## config.mk

```make
export PLATFORM = sky130hd
export DESIGN_NAME = top_stim_capture
export DESIGN_NICKNAME = d
export VERILOG_FILES = /design/src/rtl/top_stim_capture.sv
export SDC_FILE = /design/constraint.sdc
export NUM_CORES = 1
export LEC_CHECK = 0
export ABC_AREA = 1
export CAP_MARGIN = 20
export CORE_ASPECT_RATIO = 0.75
export CORE_MARGIN = 1.5
export CORE_UTILIZATION = 26
export DETAILED_ROUTE_END_ITERATION = 10
export PLACE_DENSITY = 0.5
export SLEW_MARGIN = 15
export SYNTH_ARGS = -nofsm -noshare
export SYNTH_HDL_FRONTEND = slang
export SYNTH_SLANG_ARGS = --single-unit
```

## constraint.sdc

```tcl
create_clock -name clk1_i -period 2.1 [get_ports clk1_i]
set_input_delay 0.315 -clock clk1_i [delete_from_list [all_inputs] [get_ports clk1_i]]
set_output_delay 0.315 -clock clk1_i [all_outputs]
set_load 0.01 [all_outputs]
```

## src/rtl/top_stim_capture.sv

```systemverilog
`default_nettype none
// ============================================================================
// top_stim_capture : LFSR pattern source and MISR response reader for a
//                    two-input, one-output netlist.          Rev 1.0
// ============================================================================
module top_stim_capture #(
  parameter logic [15:0] SEED = 16'hACE1,
  parameter int unsigned LAT  = 1
) (
  input  logic        clk1_i,
  input  logic        rst_n_i,
  input  logic        start_i,
  input  logic [15:0] ncyc_i,
  input  logic [15:0] golden_i,
  input  logic        dut_out_i,
  output logic        dut_in1_o,
  output logic        dut_in2_o,
  output logic        busy_o,
  output logic        done_o,
  output logic        pass_o,
  output logic [15:0] signature_o
);

  localparam logic [1:0] S_IDLE  = 2'd0;
  localparam logic [1:0] S_RUN   = 2'd1;
  localparam logic [1:0] S_FLUSH = 2'd2;
  localparam logic [1:0] S_DONE  = 2'd3;

  logic [1:0]     state_q, state_d;
  logic [15:0]    lfsr_q, lfsr_d;
  logic [15:0]    misr_q, misr_d;
  logic [15:0]    cnt_q, cnt_d;
  logic [LAT-1:0] vld_q, vld_d;
  logic           in1_q, in1_d;
  logic           in2_q, in2_d;
  logic           accept;
  logic           issue;
  logic           fold;
  logic           lfb;
  logic           mfb;

  assign accept = start_i && ((state_q == S_IDLE) || (state_q == S_DONE));
  assign issue  = (state_q == S_RUN);
  assign fold   = vld_q[LAT-1];
  assign lfb    = lfsr_q[15] ^ lfsr_q[13] ^ lfsr_q[12] ^ lfsr_q[10];
  assign mfb    = misr_q[15] ^ misr_q[13] ^ misr_q[12] ^ misr_q[10];

  always_ff @(posedge clk1_i) begin
    if (!rst_n_i) begin
      state_q <= S_IDLE;
    end else begin
      state_q <= state_d;
    end
  end

  always_comb begin
    state_d = state_q;
    case (state_q)
      S_IDLE, S_DONE: begin
        if (start_i) begin
          state_d = (ncyc_i == 16'd0) ? S_DONE : S_RUN;
        end
      end
      S_RUN: begin
        if (cnt_q == 16'd1) begin
          state_d = S_FLUSH;
        end
      end
      S_FLUSH: begin
        // Wait for the last issued pattern's response to be folded.
        if (vld_q == '0) begin
          state_d = S_DONE;
        end
      end
      default: state_d = S_IDLE;
    endcase
  end

  always_comb begin
    busy_o = 1'b0;
    done_o = 1'b0;
    case (state_q)
      S_RUN, S_FLUSH: busy_o = 1'b1;
      S_DONE:         done_o = 1'b1;
      default: ;
    endcase
  end

  assign pass_o = done_o && (misr_q == golden_i);

  // Marks which edges carry a response belonging to an issued pattern.
  generate
    if (LAT == 1) begin : g_vld_single
      assign vld_d = issue;
    end else begin : g_vld_shift
      assign vld_d = {vld_q[LAT-2:0], issue};
    end
  endgenerate

  always_comb begin
    lfsr_d = lfsr_q;
    misr_d = misr_q;
    cnt_d  = cnt_q;
    in1_d  = 1'b0;
    in2_d  = 1'b0;
    if (accept) begin
      lfsr_d = SEED;
      misr_d = '0;
      cnt_d  = ncyc_i;
    end else begin
      if (issue) begin
        in1_d  = lfsr_q[0];
        in2_d  = lfsr_q[1];
        lfsr_d = {lfsr_q[14:0], lfb};
        cnt_d  = cnt_q - 16'd1;
      end
      if (fold) begin
        misr_d = {misr_q[14:0], mfb} ^ {15'b0, dut_out_i};
      end
    end
  end

  always_ff @(posedge clk1_i) begin
    if (!rst_n_i) begin
      lfsr_q <= SEED;
      misr_q <= '0;
      cnt_q  <= '0;
      vld_q  <= '0;
      in1_q  <= 1'b0;
      in2_q  <= 1'b0;
    end else begin
      lfsr_q <= lfsr_d;
      misr_q <= misr_d;
      cnt_q  <= cnt_d;
      vld_q  <= vld_d;
      in1_q  <= in1_d;
      in2_q  <= in2_d;
    end
  end

  assign dut_in1_o   = in1_q;
  assign dut_in2_o   = in2_q;
  assign signature_o = misr_q;

endmodule

`default_nettype wire

```

# Word-level counts from Yosys, hierarchy flattened

Cells that the tools add are included.

$add $sub $neg: 1
Equality and inequality tests: 8
Muxes and demuxes: 9
$lt $le $gt $ge: 0
Multiply operators: 0
Shift operators: 0
Reduce and logical (&&, ||, !) cells: 11
Divide/modulo/power cells: 0
Bitwise gates (word level): 9

Operators with widths:

| kind                  | number |
|---|---|
| $mux 16               | 2 |
| $eq 16x1->1 const B   | 1 |
| $eq 16x16->1          | 1 |
| $logic_not 16->1      | 1 |
| $sub 16x1->16 const B | 1 |
| $xor 16x1->16         | 1 |
| $mux 2                | 4 |
| $pmux 2 s3            | 1 |
| $reduce_or 2->1       | 3 |
| $xor 1x1->1           | 6 |
| $eq 2x2->1 const B    | 2 |
| $ne 2x2->1 const B    | 2 |
| $reduce_and 3->1      | 1 |
| $reduce_or 3->1       | 1 |
| $eq 2x1->1 const B    | 1 |
| $logic_and 1x1->1     | 2 |
| $logic_not 2->1       | 1 |
| $mux 1                | 2 |
| $ne 2x1->1 const B    | 1 |
| $not 1->1             | 2 |
| $reduce_bool 2->1     | 1 |
| $logic_or 1x1->1      | 1 |

Latch bits: 0
Bits in read-only memories: 0
Bits in registers: 53
RAM bits: 0
Memories: 0

# Logic depth before layout (Yosys ltp)

Gate-level depths: netlist of the first run.

Depth after elaboration: 4
Depth in mapped cells: 10
Mapped depth without buffers: 10

# Least setup slack after synthesis of the first run

OpenSTA, ideal clock, no wires.

Path type: reg-to-reg
From: register state_q[0]
To: register misr_q[10] (netlist: signature_o[10])
Cell stages (with the launch flop): 9
Data required time: 2.034 ns
Arrival time: 1.387 ns
Period minus slack after synthesis: 1.453 ns
Path slack: 0.647 ns
Path buffers: 1
Path through: dfxtp_1 > inv_1 > ha_1 > nand2_2 > inv_2 > nor2_8 > inv_4 > buf_6 > a21oi_2

Longest elaborated chain between the ends: 4

Ends and longest elaborated chain:

| item                                                 | line | RTL |
|---|---|---|
| start, declared                                      | 29   | `logic [1:0] state_q, state_d;` |
| start signal, assigned                               | 52   | `state_q <= state_d;` |
| $eq 2x2->1 / $logic_not 2->1 (equally long branches) | 42   | `assign accept = start_i && ((state_q == S_IDLE) \|\| (state_q == S_DONE));` |
| $logic_or 1x1->1 (*)                                 | 42   |  |
| $logic_and 1x1->1 (*)                                | 42   |  |
| $reduce_or 2->1 (no source line) (*)                 | -    |  |
| end signal, assigned                                 | 133  | `misr_q <= misr_d;` |
| end, declared                                        | 31   | `logic [15:0] misr_q, misr_d;` |

Mark *: on every way between the ends. The rest lies on a longest branch, timed or not.
A chain may end at the register's enable or synchronous reset.

# Worst setup path in the final report of the first run

From: input port golden_i[2]
To: output port pass_o

Longest elaborated chain between the ends: 2

Ends and longest elaborated chain:

| item              | line | RTL |
|---|---|---|
| start, declared   | 14   | `input logic [15:0] golden_i,` |
| $eq 16x16->1      | 89   | `assign pass_o = done_o && (misr_q == golden_i);` |
| $logic_and 1x1->1 | 89   |  |
| end, declared     | 20   | `output logic pass_o,` |

No other way between the ends.

==> results of run 1 <==
[area by class of cell]
cell class                 instances  area (um2)  share of cell area
inverter                          66       252.7             0.06552
timing repair buffer              66       636.9              0.1651
clock buffer                       5       125.1             0.03244
sequential                        53        1061              0.2751
clock inverter                     3       26.28            0.006812
multi-input combinational        301        1580              0.4097
tap                              140       175.2             0.04541
[where the power goes]
part	internal [W]	switching (W)	total, W
Clock	0.000451	0.000408	0.000859
Combinational	0.000883	0.00152	0.00241
Sequential	0.00124	0.000220	0.00146
Total	0.00257	0.00215	0.00472
[critical path, stage by stage]
cell and delay (ns):
clkdlybuf4s50_1 0.46, inv_1 0.05, a22o_1 0.20, nor2_1 0.09, nand3_1 0.11, nor2_1 0.11, dlygate4sd2_1 0.27
[registers in the layout, summed over array words and instances (netlist names)]
| name | cells |
|---|---|
| cnt_q | 16 |
| state_q | 2 |
| signature_o | 16 |
| lfsr_q | 16 |
| dut_in1_o | 1 |
| dut_in2_o | 1 |
| fold | 1 |
[layer usage]
| layer | vias up | share of wire | wire [um] | global-route usage |
|---|---|---|---|---|
| li1 | 1470 | - | - | - |
| met1 | 1257 | 0.53 | 3994 | 0.1851 |
| met2 | 49 | 0.42 | 3175 | 0.2045 |
| met3 | 7 | 0.041 | 311 | 0.02413 |
| met4 | 0 | 0.0099 | 75 | 0.03352 |
| met5 | - | 0 | 0 | 0 |
[kinds of logic (layout without fill, tap and decap cells)]
| kind of cell | after synthesis | in the layout | share of synthesized area |
|---|---|---|---|
| AO/OA/AOI/OAI | 65 | 65 | 0.1450 |
| XOR/XNOR | 15 | 15 | 0.04680 |
| adder cells (fa/ha/maj) | 6 | 6 | 0.02529 |
| buffers and inverters | 78 | 140 | 0.1100 |
| flip-flops | 53 | 53 | 0.3575 |
| AND/OR/NAND/NOR | 215 | 215 | 0.3153 |
[synthesized netlist by cell type, drive strengths merged (2+ instances only)]
| library cell | count | share of area |
|---|---|---|
| nand3 | 27 | 0.046 |
| nand2 | 133 | 0.17 |
| o22ai | 14 | 0.030 |
| nand3b | 2 | 0.0051 |
| buf | 8 | 0.020 |
| clkbuf | 4 | 0.0051 |
| a31oi | 2 | 0.0042 |
| xor2 | 10 | 0.032 |
| xnor2 | 5 | 0.015 |
| o21ai | 9 | 0.015 |
| dfxtp | 53 | 0.36 |
| ha | 6 | 0.025 |
| nor2 | 49 | 0.082 |
| nor3 | 2 | 0.0034 |
| inv | 66 | 0.085 |
| a21oi | 38 | 0.091 |
| nand4 | 2 | 0.0042 |
[cells in the final DEF (no fill, tap or decap), types with 2 or more instances in the layout]
| cell type | synthesis | final |
|---|---|---|
| nor2_2 | 5 | 5 |
| dfxtp_1 | 53 | 53 |
| clkinvlp_4 | 0 | 2 |
| clkbuf_16 | 0 | 5 |
| a21oi_1 | 17 | 17 |
| a21oi_2 | 21 | 21 |
| nand3_1 | 27 | 27 |
| inv_2 | 4 | 4 |
| xor2_1 | 9 | 9 |
| nor2_8 | 2 | 2 |
| inv_1 | 60 | 60 |
| clkdlybuf4s50_1 | 0 | 54 |
| nand2_1 | 127 | 127 |
| inv_4 | 2 | 2 |
| a31oi_1 | 2 | 2 |
| ha_1 | 6 | 6 |
| xnor2_1 | 5 | 5 |
| nand2_2 | 5 | 5 |
| nor3_1 | 2 | 2 |
| nor2_4 | 2 | 2 |
| nand3b_1 | 2 | 2 |
| o22ai_1 | 14 | 14 |
| buf_4 | 0 | 10 |
| nand4_1 | 2 | 2 |
| o21ai_0 | 9 | 9 |
| nor2_1 | 40 | 40 |
[path summary, 6_finish.rpt]
| path | end | slack (ns) | cells past startpoint |
|---|---|---|---|
| max reg2reg | cnt_q[11] | 0.36 | 8 |
| max | pass_o | 0.18 | 7 |
| min | lfsr_q[14] | 0.46 | 2 |
| min reg2reg | lfsr_q[14] | 0.46 | 2 |
[per-stage QoR]
stage	hold WS [ns]	total power (W)	cell area, um2	setup WS, ns	TNS [ns]
floorplan	0.4126	0.003315	2968	0.6473	0
global placement	0.4487	0.003865	3705	-0.08847	-0.08847
detailed placement	0.4554	0.003902	3705	-0.1007	-0.1007
CTS	0.4680	0.004777	3855	0.01594	0
global route	0.4908	0.005158	3857	0.03104	0
finish	0.4649	0.004725	3857	0.1768	0
==> results.sh, run 1 <==
export IMPL_outcome="finished clean"
export IMPL_stdcell_count=634
export IMPL_final_util=0.3499
export IMPL_maxCapViolations=0
export IMPL_grt_pass1_vias=2737
export IMPL_path_class="in -> out"
export IMPL_firstDrtPassIters=4
export IMPL_postCtsHoldBufs=0
export IMPL_root_buffer="clkbuf_16"
export IMPL_via_count=2783
export IMPL_post_cts_buffers=0
export IMPL_grt_start_max_net_pins=28
export IMPL_rsz0062_at_grt="false"
export IMPL_syn_nets=474
export IMPL_relSlewSlack=0.7049
export IMPL_ir_drop_mv=0.4164
export IMPL_row_count=33
export IMPL_setup_violations=0
export IMPL_wl_mm=7.557
export IMPL_htreeDepth=2
export IMPL_core_um2=11020
export IMPL_ys_types=29
export IMPL_antenna_found_initial=0
export IMPL_syn_area_per_cell_um2=6.870
export IMPL_start_util=0.2692
export IMPL_die_h_um=95.53
export IMPL_synth_cells=432
export IMPL_drive_gt1_frac=0.1235
export IMPL_cts_tree="built"
export IMPL_hold_path_startpoint="lfsr_q[14]"
export IMPL_synth_edff_count=0
export IMPL_dp_cells=626
export IMPL_cp_start_kind="primary input"
export IMPL_ctsLongestPathBuffers=2
export IMPL_ioPinCount=57
export IMPL_maxSlewViolCount=0
export IMPL_dpl_hpwl_mm=5.674
export IMPL_cts_resized_gates=1
export IMPL_clock_fmax_mhz=520.0
export IMPL_ys_ff_latch=53
export IMPL_cts_buffers=5
export IMPL_leakagePower_nw=1.638
export IMPL_ys_warn_count=0
export IMPL_timing_hold_violations_final=0
export IMPL_synth_ff_type="dfxtp_1"
export IMPL_crit_path_end_kind="primary output"
export IMPL_synth_cell_area_um2=2968
export IMPL_crit_start="golden_i[2]"
export IMPL_antenna_left=0
export IMPL_hp_class="reg -> reg"
export IMPL_place_gp_congestion=0.8154
export IMPL_min_period_over_period=0.9158
export IMPL_viasPerCell=4.390
export IMPL_fin_skew_ns=0.003486
export IMPL_fillerInstances=1166
export IMPL_cts_sinks=53
export IMPL_drt_iter0_drc=110
export IMPL_clk_pin_slew_ns=0.08
export IMPL_die_x_um=126.4
export IMPL_critical_path_arrival_ns=1.61
export IMPL_r2r_start="state_q[0]"
export IMPL_grtUsageTotal=0.1307
export IMPL_areaGrowthSynthToFinish_pct=29.97
export IMPL_routedWlPerCell_um=11.92
export IMPL_worst_pin_slew_ns=0.4421
export IMPL_n_antenna_cell=0
export IMPL_insertion_delay_ns=0.29
export IMPL_power_density_nw_per_um2=1225
export IMPL_die_area_um2=12070
export IMPL_drcViolationCount=0
export IMPL_cp_data_required_time_ns=1.78
export IMPL_grt_ovfl_total=0
export IMPL_grt_pass1_wl_mm=12.82
export IMPL_path_max_fanout=2
export IMPL_finalCriticalPeriod_ns=1.923
export IMPL_final_nets=535
export IMPL_ys_seq_area_frac=0.3575
export IMPL_asyncSetResetFlopFracSynth=0
export IMPL_port_buffers=56
(Power assumes the default switching activity.)
==> run 2, diff against run 1 <==
- PLACE_DENSITY: 0.5 -> 0.52
==> results.sh, run 2 (synthesis gave the netlist of run 1 again) <==
export IMPL_outcome="finished clean"
export IMPL_maxCapViolations=0
export IMPL_maxSlewViolCount=0
export IMPL_crit_top_cell="inv_1"
export IMPL_grt_start_max_net_pins=28
export IMPL_ir_drop_mv=0.5051
export IMPL_critical_path_arrival_ns=1.69
export IMPL_rsz0062_at_grt="false"
export IMPL_setup_violations=0
export IMPL_row_count=33
export IMPL_grt_pass1_vias=2616
export IMPL_cts_sinks=53
export IMPL_cts_buffers=5
export IMPL_grtUsageTotal=0.1295
export IMPL_start_util=0.2692
export IMPL_crit_start="state_q[0]"
export IMPL_grt_ovfl_total=0
export IMPL_worstPathCellList="inv_1 > ha_1 > inv_1 > clkdlybuf4s50_1"
export IMPL_r2r_start="state_q[0]"
export IMPL_antenna_found_initial=0
export IMPL_grt_pass1_wl_mm=12.65
export IMPL_drt_iter0_drc=117
export IMPL_final_nets=531
export IMPL_finalCriticalPeriod_ns=2.004
export IMPL_power_density_nw_per_um2=1247
export IMPL_hp_class="reg -> reg"
export IMPL_insertion_delay_ns=0.29
export IMPL_timing_hold_violations_final=0
export IMPL_r2r_end="cnt_q[6]"
export IMPL_core_um2=11020
export IMPL_die_h_um=95.53
export IMPL_place_gp_congestion=0.8377
export IMPL_path_class="reg -> out"
export IMPL_antenna_left=0
export IMPL_fin_skew_ns=0.004839
export IMPL_worst_pin_slew_ns=0.4607
export IMPL_final_common_cell="nand2_1"
export IMPL_port_buffers=56
export IMPL_layout_common_cells="127 x nand2_1, 60 x inv_1, 55 x clkdlybuf4s50_1, 52 x dfxtp_1, 40 x nor2_1"
export IMPL_die_area_um2=12070
export IMPL_ctsLongestPathBuffers=2
export IMPL_ioPinCount=57
export IMPL_post_cts_buffers=0
export IMPL_cts_tree="built"
export IMPL_r2r_cells=9
export IMPL_via_count=2769
export IMPL_clock_fmax_mhz=498.9
export IMPL_r2r_slack_ns=0.34
export IMPL_dpl_hpwl_mm=5.492
export IMPL_whs_ns=0.4638
export IMPL_dp_cells=622
export IMPL_die_x_um=126.4
export IMPL_n_antenna_cell=0
export IMPL_htreeDepth=2
export IMPL_areaGrowthSynthToFinish_pct=29.47
export IMPL_relSlewSlack=0.6925
export IMPL_crit_path_end_kind="primary output"
export IMPL_wl_mm=7.419
export IMPL_cp_data_required_time_ns=1.78
export IMPL_whs_path_depth=2
export IMPL_clk_pin_slew_ns=0.07
export IMPL_stdcell_count=630
export IMPL_slowest_delay_ns=0.54
export IMPL_leakagePower_nw=1.619
export IMPL_hold_path_startpoint="lfsr_q[14]"
export IMPL_postCtsHoldBufs=0
export IMPL_cp_slowest_cell="clkdlybuf4s50_1"
export IMPL_min_period_over_period=0.9544
export IMPL_drcViolationCount=0
export IMPL_drive_gt1_frac=0.1163
export IMPL_cp_start_kind="register"
export IMPL_routedWlPerCell_um=11.78
export IMPL_root_buffer="clkbuf_16"
export IMPL_path_max_fanout=4
export IMPL_min_to="lfsr_q[14]"
export IMPL_firstDrtPassIters=4
export IMPL_viasPerCell=4.395
[run 2: stage by stage]
| step | setup WS [ns] | setup TNS (ns) | power (W) | util | instance area (um2) |
|---|---|---|---|---|---|
| final | 0.09571 | 0 | 0.004792 | 0.3485 | 3842 |
| after global routing | 0.04992 | 0 | 0.005226 | 0.3485 | 3842 |
| after CTS | 0.01981 | 0 | 0.004822 | 0.3484 | 3841 |
| after detailed placement | -0.07478 | -0.07478 | 0.003854 | 0.3333 | 3675 |
| after global placement | -0.06936 | -0.06936 | 0.003815 | 0.3333 | 3675 |
| after floorplan | 0.6473 | 0 | 0.003315 | - | 2968 |
[run 2: worst max path at each step]
| stage | end | slack, ns |
|---|---|---|
| CTS | busy_o | 0.02 |
| finish | busy_o | 0.1 |
| floorplan | signature_o[10] | 0.65 |
| detailed placement | pass_o | -0.07 |
| global placement | pass_o | -0.07 |
| global route | busy_o | 0.05 |
[run 2: layer usage]
metal,up-vias,part of all wire,track usage
met5,-,0,0
met4,0,0.0066,0.03065
met3,2,0.043,0.01964
met2,48,0.43,0.2049
met1,1259,0.52,0.1853
li1,1460,-,-
[run 2: critical path, delay by kind of cell, from the launching register on]
family,cells,cell delay [ns]
buffers and inverters,3,0.70
DFF,1,0.37
adders and majority gates,1,0.33
[run 2: timing repair]
action	CTS	global route
endpoints found under the setup margin	1	1
hold endpoints to repair	0	0
resized for setup	1	1
[run 2: final cells by class]
cell class / instances / area (um2)
Inverter: 66 / 252.7
Sequential cell: 53 / 1062
Clock buffer: 6 / 128.9
Clock inverter: 2 / 38.79
Fill cell: 1148 / 7182
Multi-Input combinational cell: 301 / 1580
Timing Repair Buffer: 62 / 604.3
Tap cell: 140 / 175.2
[run 2: power breakdown]
part	switching [W]	internal, W
sequential	0.000226	0.00124
combinational	0.00152	0.000859
clock	0.000377	0.000566
